### config.mk
export PLATFORM = sky130hd
export DESIGN_NAME = compound_arbiter
export DESIGN_NICKNAME = d
export VERILOG_FILES = /design/src/rtl/compound_arbiter_pkg.sv /design/src/rtl/compound_arb_pick.sv /design/src/rtl/compound_arbiter.sv
export SDC_FILE = /design/constraint.sdc
export NUM_CORES = 1
export LEC_CHECK = 0
export CORE_MARGIN = 2
export CORE_UTILIZATION = 35
export CTS_BUF_LIST = sky130_fd_sc_hd__clkbuf_8
export DETAILED_ROUTE_END_ITERATION = 12
export GPL_ROUTABILITY_DRIVEN = 0
export HOLD_SLACK_MARGIN = 0.06
export PLACE_DENSITY = 0.78
export SLEW_MARGIN = 20
export SYNTH_ARGS = -nofsm -noshare
export SYNTH_HDL_FRONTEND = slang
export SYNTH_SLANG_ARGS = --single-unit
### constraint.sdc
create_clock -name clk -period 2.2 [get_ports clk]
set_input_delay 0.33 -clock clk [delete_from_list [all_inputs] [get_ports clk]]
set_output_delay 0.33 -clock clk [all_outputs]
set_load 0.005 [all_outputs]
### src/rtl/compound_arbiter_pkg.sv
// Shared types for compound_arbiter: the CompoundType payload, the mode enum,
// the arbiter section encoding and the requester-ID type.
package compound_arbiter_pkg;

  localparam int unsigned COORD_W = 16;

  typedef enum logic {
    mode_read  = 1'b0,
    mode_write = 1'b1
  } mode_e;

  typedef struct packed {
    mode_e              mode;
    logic [COORD_W-1:0] x;
    logic [COORD_W-1:0] y;
  } compound_t;

  typedef enum logic [1:0] {
    section_idle    = 2'd0,
    section_accept  = 2'd1,
    section_forward = 2'd2
  } compound_arbiter_sections_e;

  typedef logic req_id_t;

  localparam compound_t COMPOUND_RESET = '{mode: mode_read, x: '0, y: '0};

endpackage

### src/rtl/compound_arb_pick.sv
// Combinational winner select between two requesters.
// Ports: sync0/sync1 pending flags, mode0/mode1 requester modes,
//        last_grant previous winner, winner_c selected requester.
module compound_arb_pick
  import compound_arbiter_pkg::*;
#(
  parameter bit WRITE_PRIO = 1'b0
) (
  input  logic    sync0,
  input  logic    sync1,
  input  mode_e   mode0,
  input  mode_e   mode1,
  input  req_id_t last_grant,
  output req_id_t winner_c
);

  // Single requester wins outright; on a tie, write mode first (if enabled),
  // otherwise the one that did not win last.
  always_comb begin
    winner_c = req_id_t'(~last_grant);
    if (sync0 && !sync1) begin
      winner_c = req_id_t'(1'b0);
    end else if (sync1 && !sync0) begin
      winner_c = req_id_t'(1'b1);
    end else if (WRITE_PRIO && (mode0 != mode1)) begin
      winner_c = (mode1 == mode_write) ? req_id_t'(1'b1) : req_id_t'(1'b0);
    end
  end

endmodule

### src/rtl/compound_arbiter.sv
// Two-to-one arbiter for a blocking CompoundType channel: picks a requester,
// captures one transaction, forwards it tagged with its source ID, counts it.
// Ports: clk, rst (async active-low); reqN_in/_sync/_notify producer channels;
//        arb_out/_src/_sync/_notify consumer channel; grant_cntN transfer counts.
module compound_arbiter
  import compound_arbiter_pkg::*;
#(
  parameter bit          WRITE_PRIO = 1'b0,
  parameter int unsigned CNT_W      = 16
) (
  input  logic             clk,
  input  logic             rst,
  input  compound_t        req0_in,
  input  logic             req0_in_sync,
  output logic             req0_in_notify,
  input  compound_t        req1_in,
  input  logic             req1_in_sync,
  output logic             req1_in_notify,
  output compound_t        arb_out,
  output logic             arb_out_src,
  input  logic             arb_out_sync,
  output logic             arb_out_notify,
  output logic [CNT_W-1:0] grant_cnt0,
  output logic [CNT_W-1:0] grant_cnt1
);

  compound_arbiter_sections_e section_q, section_d;
  req_id_t                    sel_q, sel_d;
  req_id_t                    last_grant_q, last_grant_d;
  logic                       req0_notify_q, req0_notify_d;
  logic                       req1_notify_q, req1_notify_d;
  logic                       out_notify_q, out_notify_d;
  compound_t                  arb_out_q, arb_out_d;
  req_id_t                    src_q, src_d;
  logic [CNT_W-1:0]           cnt0_q, cnt0_d;
  logic [CNT_W-1:0]           cnt1_q, cnt1_d;

  req_id_t                    winner_c;
  logic                       sel_sync_c;
  compound_t                  sel_data_c;

  compound_arb_pick #(
    .WRITE_PRIO(WRITE_PRIO)
  ) u_pick (
    .sync0     (req0_in_sync),
    .sync1     (req1_in_sync),
    .mode0     (req0_in.mode),
    .mode1     (req1_in.mode),
    .last_grant(last_grant_q),
    .winner_c  (winner_c)
  );

  assign sel_sync_c = sel_q ? req1_in_sync : req0_in_sync;
  assign sel_data_c = sel_q ? req1_in : req0_in;

  // Next-state and output computation.
  always_comb begin
    section_d     = section_q;
    sel_d         = sel_q;
    last_grant_d  = last_grant_q;
    req0_notify_d = req0_notify_q;
    req1_notify_d = req1_notify_q;
    out_notify_d  = out_notify_q;
    arb_out_d     = arb_out_q;
    src_d         = src_q;
    cnt0_d        = cnt0_q;
    cnt1_d        = cnt1_q;

    case (section_q)
      section_idle: begin
        if (req0_in_sync || req1_in_sync) begin
          sel_d         = winner_c;
          req0_notify_d = (winner_c == req_id_t'(1'b0));
          req1_notify_d = (winner_c == req_id_t'(1'b1));
          section_d     = section_accept;
        end
      end
      section_accept: begin
        req0_notify_d = 1'b0;
        req1_notify_d = 1'b0;
        // A producer that dropped sync here withdrew: no capture, no count.
        if (sel_sync_c) begin
          arb_out_d    = sel_data_c;
          src_d        = sel_q;
          last_grant_d = sel_q;
          out_notify_d = 1'b1;
          section_d    = section_forward;
        end else begin
          section_d = section_idle;
        end
      end
      section_forward: begin
        if (arb_out_sync) begin
          out_notify_d = 1'b0;
          // Counters saturate at all-ones.
          if (sel_q) begin
            if (cnt1_q != '1) cnt1_d = cnt1_q + CNT_W'(1);
          end else begin
            if (cnt0_q != '1) cnt0_d = cnt0_q + CNT_W'(1);
          end
          section_d = section_idle;
        end
      end
      default: begin
        section_d = section_idle;
      end
    endcase
  end

  // State register; last_grant resets to 1 so requester 0 wins the first tie.
  always_ff @(posedge clk or negedge rst) begin
    if (!rst) begin
      section_q     <= section_idle;
      sel_q         <= req_id_t'(1'b0);
      last_grant_q  <= req_id_t'(1'b1);
      req0_notify_q <= 1'b0;
      req1_notify_q <= 1'b0;
      out_notify_q  <= 1'b0;
      arb_out_q     <= COMPOUND_RESET;
      src_q         <= req_id_t'(1'b0);
      cnt0_q        <= '0;
      cnt1_q        <= '0;
    end else begin
      section_q     <= section_d;
      sel_q         <= sel_d;
      last_grant_q  <= last_grant_d;
      req0_notify_q <= req0_notify_d;
      req1_notify_q <= req1_notify_d;
      out_notify_q  <= out_notify_d;
      arb_out_q     <= arb_out_d;
      src_q         <= src_d;
      cnt0_q        <= cnt0_d;
      cnt1_q        <= cnt1_d;
    end
  end

  assign req0_in_notify = req0_notify_q;
  assign req1_in_notify = req1_notify_q;
  assign arb_out_notify = out_notify_q;
  assign arb_out        = arb_out_q;
  assign arb_out_src    = src_q;
  assign grant_cnt0     = cnt0_q;
  assign grant_cnt1     = cnt1_q;

endmodule

**Word level (Yosys, flattened, before mapping)**

Index checks and enable logic that the tools add are counted.

- Add/subtract/negate cells: 2
- $mul: 0
- Divide/modulo/power cells: 0
- $lt $le $gt $ge: 0
- Eq/ne operators: 7
- Shifts and indexed selects: 0
- Muxes and demuxes: 15
- Bitwise operators: 3
- Reductions and logical operators: 15

Operators with widths:

| operator | count |
|---|---|
| $mux W33 | 1 |
| $add A16 B1 Y16 const B | 2 |
| $ne A16 B16 Y1 const B | 2 |
| $reduce_and A2 Y1 | 4 |
| $reduce_and A4 Y1 | 2 |
| $mux W1 | 7 |
| $mux W2 | 3 |
| $ne A2 B2 Y1 const B | 3 |
| $pmux W1 S2 | 3 |
| $pmux W2 S3 | 1 |
| $reduce_bool A2 Y1 | 2 |
| $not A1 Y1 | 3 |
| $reduce_and A3 Y1 | 1 |
| $eq A2 B1 Y1 const B | 1 |
| $eq A2 B2 Y1 const B | 1 |
| $logic_and A1 B1 Y1 | 2 |
| $logic_not A1 Y1 | 2 |
| $logic_not A2 Y1 | 1 |
| $logic_or A1 B1 Y1 | 1 |

- Flip-flop bits (word level): 73
- Bits in latches: 0
- RAM bits: 0
- Memory bits (read-only): 0
- Input bits: 71
- Output and inout port bits: 69
- Memories: 0

**Logic depth before layout (Yosys ltp)**

- Word-level depth: 7
- Depth in mapped cells: 6
- Gate-level depth less buffers: 5

**By module**

Synthesis repeated with hierarchy kept, for this count alone.

- Cells, all modules: 325
- Area total of the unflattened synthesis: 3504.6 sq um

Modules (own cells, without submodules):

| module | times used | cells each | area each (sq um) |
|---|---|---|---|
| compound_arbiter | 1 | 322 | 3485.8 |
| compound_arb_pick | 1 | 3 | 18.8 |

**Worst setup path after synthesis**

OpenSTA, ideal clock, no wires.

- Path type: register to register
- Start point: reg cnt0_q[0], in the netlist grant_cnt0[0]
- End point: reg cnt0_q[1], in the netlist grant_cnt0[1]
- Setup time: 0.125 ns
- Arrival time: 1.632 ns
- Data required time: 2.075 ns
- Slack: 0.443 ns
- Cell stages (with the launch flop): 7
- Path buffers: 1
- Clock period less this slack: 1.757 ns
- Path through: dfrtp_1 > ha_1 > nand3_1 > or2_0 > buf_6 > o21ai_4 > mux2_2

- Longest elaborated chain between the ends: 2

RTL lines:

| element | RTL line | text |
|---|---|---|
| start, declared | compound_arbiter.sv:35 | `logic [CNT_W-1:0] cnt0_q, cnt0_d;` |
| start signal, assigned | compound_arbiter.sv:132 | `cnt0_q <= cnt0_d;` |
| parallel branches: the longest is 2 deep, another holds $add A16 B1 Y16 | n/a |  |

Parallel ways; which one is timed is not known.
A chain may end at the register's enable or synchronous reset.

**Final worst setup path**

- Start point: reg cnt0_q[0], in the netlist grant_cnt0[0]
- End point: reg cnt0_q[10], in the netlist grant_cnt0[10]

Same word-level chain as after synthesis.

==> results_dict.tcl <==
set metrics [dict create \
    fin_nets 545 \
    startpoint_type "flop" \
    io_buffers 139 \
    fin_worst_skew_ns 0.01050 \
    leakagePower_nw 2.296 \
    worstPathCellList "ha_1 -> nand3_1 -> or2_1 -> buf_4 -> nor4b_4 -> xor2_1" \
    fin_total_pwr_mw 5.223 \
    drc 0 \
    crit_type "reg -> reg" \
    yosysTopAreaCellShare 0.4943 \
    place_hpwl_mm 6.479 \
    pwr-share-comb 0.409 \
    dp_slack_ns 0.1876 \
    synth_ff_type "dfrtp_1" \
    clk_root_buffer_cell "clkbuf_8" \
    rsz0062_at_grt "no" \
    cts_tree "yes" \
    wl_met1_mm 3.477 \
    async_reset_ff_frac 1.000 \
    fin_crit_ns 1.933 \
    syn_avg_cell_area_um2 11.08 \
    drtIter0Drc 95 \
    place_inst 596 \
    cts_made_buffers 9 \
    firstDrtPassIters 4 \
    netlist_area_mm2 0.003645 \
    synth_top_area_cell "dfrtp_1" \
    p_int_mw 3.562 \
    area_growth_pct 47.79 \
    wire_per_inst_um 13.95 \
    max_freq_mhz 517.3 \
    startpoint "grant_cnt0[0]" \
    totalWireLength_mm 8.526 \
    worst_slack_ns 0.2671 \
    start_util 0.3562 \
    critPathRequiredTime_ns 2.46 \
    clkLatencyLatePin_ns 0.34 \
    period_share 0.8786 \
    overflow 0 \
    topRoutingLayerUsed "met4" \
    antenna_cells 0 \
    power.share.clock 0.193 \
    wl_met3_um 695 \
    grt_pass1_wl_mm 14.46 \
    cts.sinks 73 \
    seqPwrFrac 0.397 \
    finalSetupViolations 0 \
    worst_slew_pin_slew_ns 0.5690 \
    ys_seq_elements 73 \
    p_sw_mw 1.661 \
    swShare 0.3180 \
    synth.lib_cells_used.distinct 52 \
    drive_gt1_frac 0.1116 \
    power.density_mw_per_mm2 969.6 \
    layout.cells.non_filler 611 \
    die_width_um 106.0 \
    endpoint_kind "flop" \
    synth_nets 402 \
    coreArea_mm2 0.01023 \
    wl_met2_mm 4.282 \
    htree_levels 3 \
    r2r_start "grant_cnt0[0]" \
    row_count 37 \
    irDropWorstVdd_mv 0.4521 \
    synthTopCellsByArea "dfrtp_1 49%, mux2i_1 9.1%, a21oi_1 5.5%, nor2_1 4.5%, xnor2_1 3.6%" \
    cts_setup_buffers 0 \
    timing.max_slew.rel_slack 0.6207 \
    syn_inst 329 \
    crit_fanout 8 \
    dieArea_mm2 0.01125 \
    critPathMaxStageDelay_ns 0.44 \
    grt_use_total 0.1599 \
    grt_max_degree 71 \
    synth_seq_area_share 0.5015 \
    min_path_type "in -> async" \
    cts.clk_slew.worst_paths_ns 0.08 \
    status "completed" \
    timing.final.hold_violations 0 \
    finalSetupTns_ns 0 \
    slew_violations 0 \
    slowest_stage "dfrtp_1" \
    first_global_vias 3110 \
    antenna_found_initial 0 \
    dieHeight_um 106.0 \
    max_cap_viol_count 0 \
    vias_per_cell 4.953 \
    antenna_left 0 \
    io_pins 140 \
    vias 3026 \
    synth_warnings 0 \
    synth-edff-count 0 \
    arrival_ns 2.19 \
    cts_buffer_depth 2 \
]
==> layer usage <==
| metal | global-route usage | up-vias |
|---|---|---|
| met5 | 0 | - |
| met4 | 0.04605 | 0 |
| met3 | 0.05763 | 8 |
| met2 | 0.2733 | 115 |
| met1 | 0.1893 | 1456 |
| li1 | - | 1447 |
==> through the flow <==
step,util,hold WS [ns],instance area (um^2)
global route,0.5265,0.4578,5386
floorplan,-,0.03441,3645
CTS,0.5265,0.4320,5386
global placement,0.5075,0.2633,5192
finish,0.5265,0.4383,5386
detailed placement,0.5075,0.2677,5192
==> final timing paths <==
| kind | endpoint | slack [ns] | cells past startpoint |
|---|---|---|---|
| hold / removal | grant_cnt0[6] | 0.44 | 2 |
| setup reg to reg | grant_cnt0[10] | 0.27 | 6 |
| min in group clk | arb_out_notify | 0.49 | 1 |
| hold reg to reg | arb_out_notify | 0.49 | 1 |
| setup / recovery | grant_cnt0[10] | 0.27 | 6 |
| max in group asynchronous | last_grant_q | 1.17 | 3 |
==> cell usage after synthesis, types with 2 or more instances <==
library cell,number
nor4_1,2
and4_1,2
inv_1,10
nor3_2,2
nand3_1,8
nand2_1,11
xor2_1,10
nor2_1,44
a31oi_1,3
dfrtp_1,72
buf_2,7
xnor2_1,15
nor4_4,2
nor4_2,2
nand2_4,2
nor4b_2,2
a32oi_1,2
mux2i_1,33
o21ai_0,5
buf_6,3
nor4b_4,2
clkbuf_1,4
o211ai_1,8
and3_1,2
nor3_1,4
a21oi_1,40
ha_1,2
mux2_2,4
and3_2,3
==> placed cells by master, fill, tap and decap left out, types with 3 or more instances in the layout <==
cell	Yosys	routed
dfrtp_1	72	71
buf_4	1	6
mux2_2	4	4
clkdlybuf4s50_1	0	138
a31oi_1	3	3
clkbuf_8	0	10
o211ai_1	8	8
nand2_1	11	11
nor2_1	44	44
o21ai_0	5	5
a21oi_1	40	40
nand3_1	8	8
xnor2_1	15	15
inv_1	10	11
xor2_1	10	10
and3_2	3	4
mux2i_1	33	33
nor3_1	4	4
==> layout make-up <==
| cell class | instances | area (um^2) |
|---|---|---|
| fill | 914 | 4845 |
| sequential | 73 | 1829 |
| multi-input combinational | 231 | 1689 |
| timing repair buffer | 147 | 1476 |
| tap | 136 | 170.2 |
| clock buffer | 10 | 137.6 |
| clock inverter | 4 | 46.29 |
| inverter | 10 | 37.54 |
==> state kept, by name (all words and copies together), names as in the netlist <==
signal / cells
arb_out: 33
grant_cnt0: 16
req1_in_notify: 1
req0_in_notify: 1
sel_q: 1
grant_cnt1: 16
section_q: 2
arb_out_notify: 1
arb_out_src: 1
last_grant_q: 1
==> power by group through the flow <==
stage	logic, mW	clock network (mW)	registers, mW
6_report	2.14	1.01	2.08
5_1_grt	2.35	1.11	2.15
4_1_cts	2.19	1.04	2.08
3_5_place_dp	2.17	0	2.10
3_3_place_gp	2.12	0	2.07
2_1_floorplan	1.01	0	2.09
==> timing repair <==
item                                    CTS  global route
endpoints found under the hold margin    25             0
endpoints found under the setup margin    0             1
hold buffers                              1             0
gates resized for setup                   0             1
==> critical path, delay by kind of cell (launching register included) <==
kind | cells | cell delay (ns)
DFF | 1 | 0.44
and+or+nand+nor | 3 | 0.79
adders and majority gates | 1 | 0.25
xor gates and xnor gates | 1 | 0.16
buffers and inverters | 1 | 0.22
==> logic make-up after synthesis <==
group | share of synthesized area
and+or+nand+nor | 0.1881
DFF | 0.5015
AOI/OAI and AO/OA | 0.1050
muxes | 0.1030
xor gates and xnor gates | 0.06008
buffers and inverters | 0.03536
adders and majority gates | 0.006865
Power figures use the tool's default switching activity.
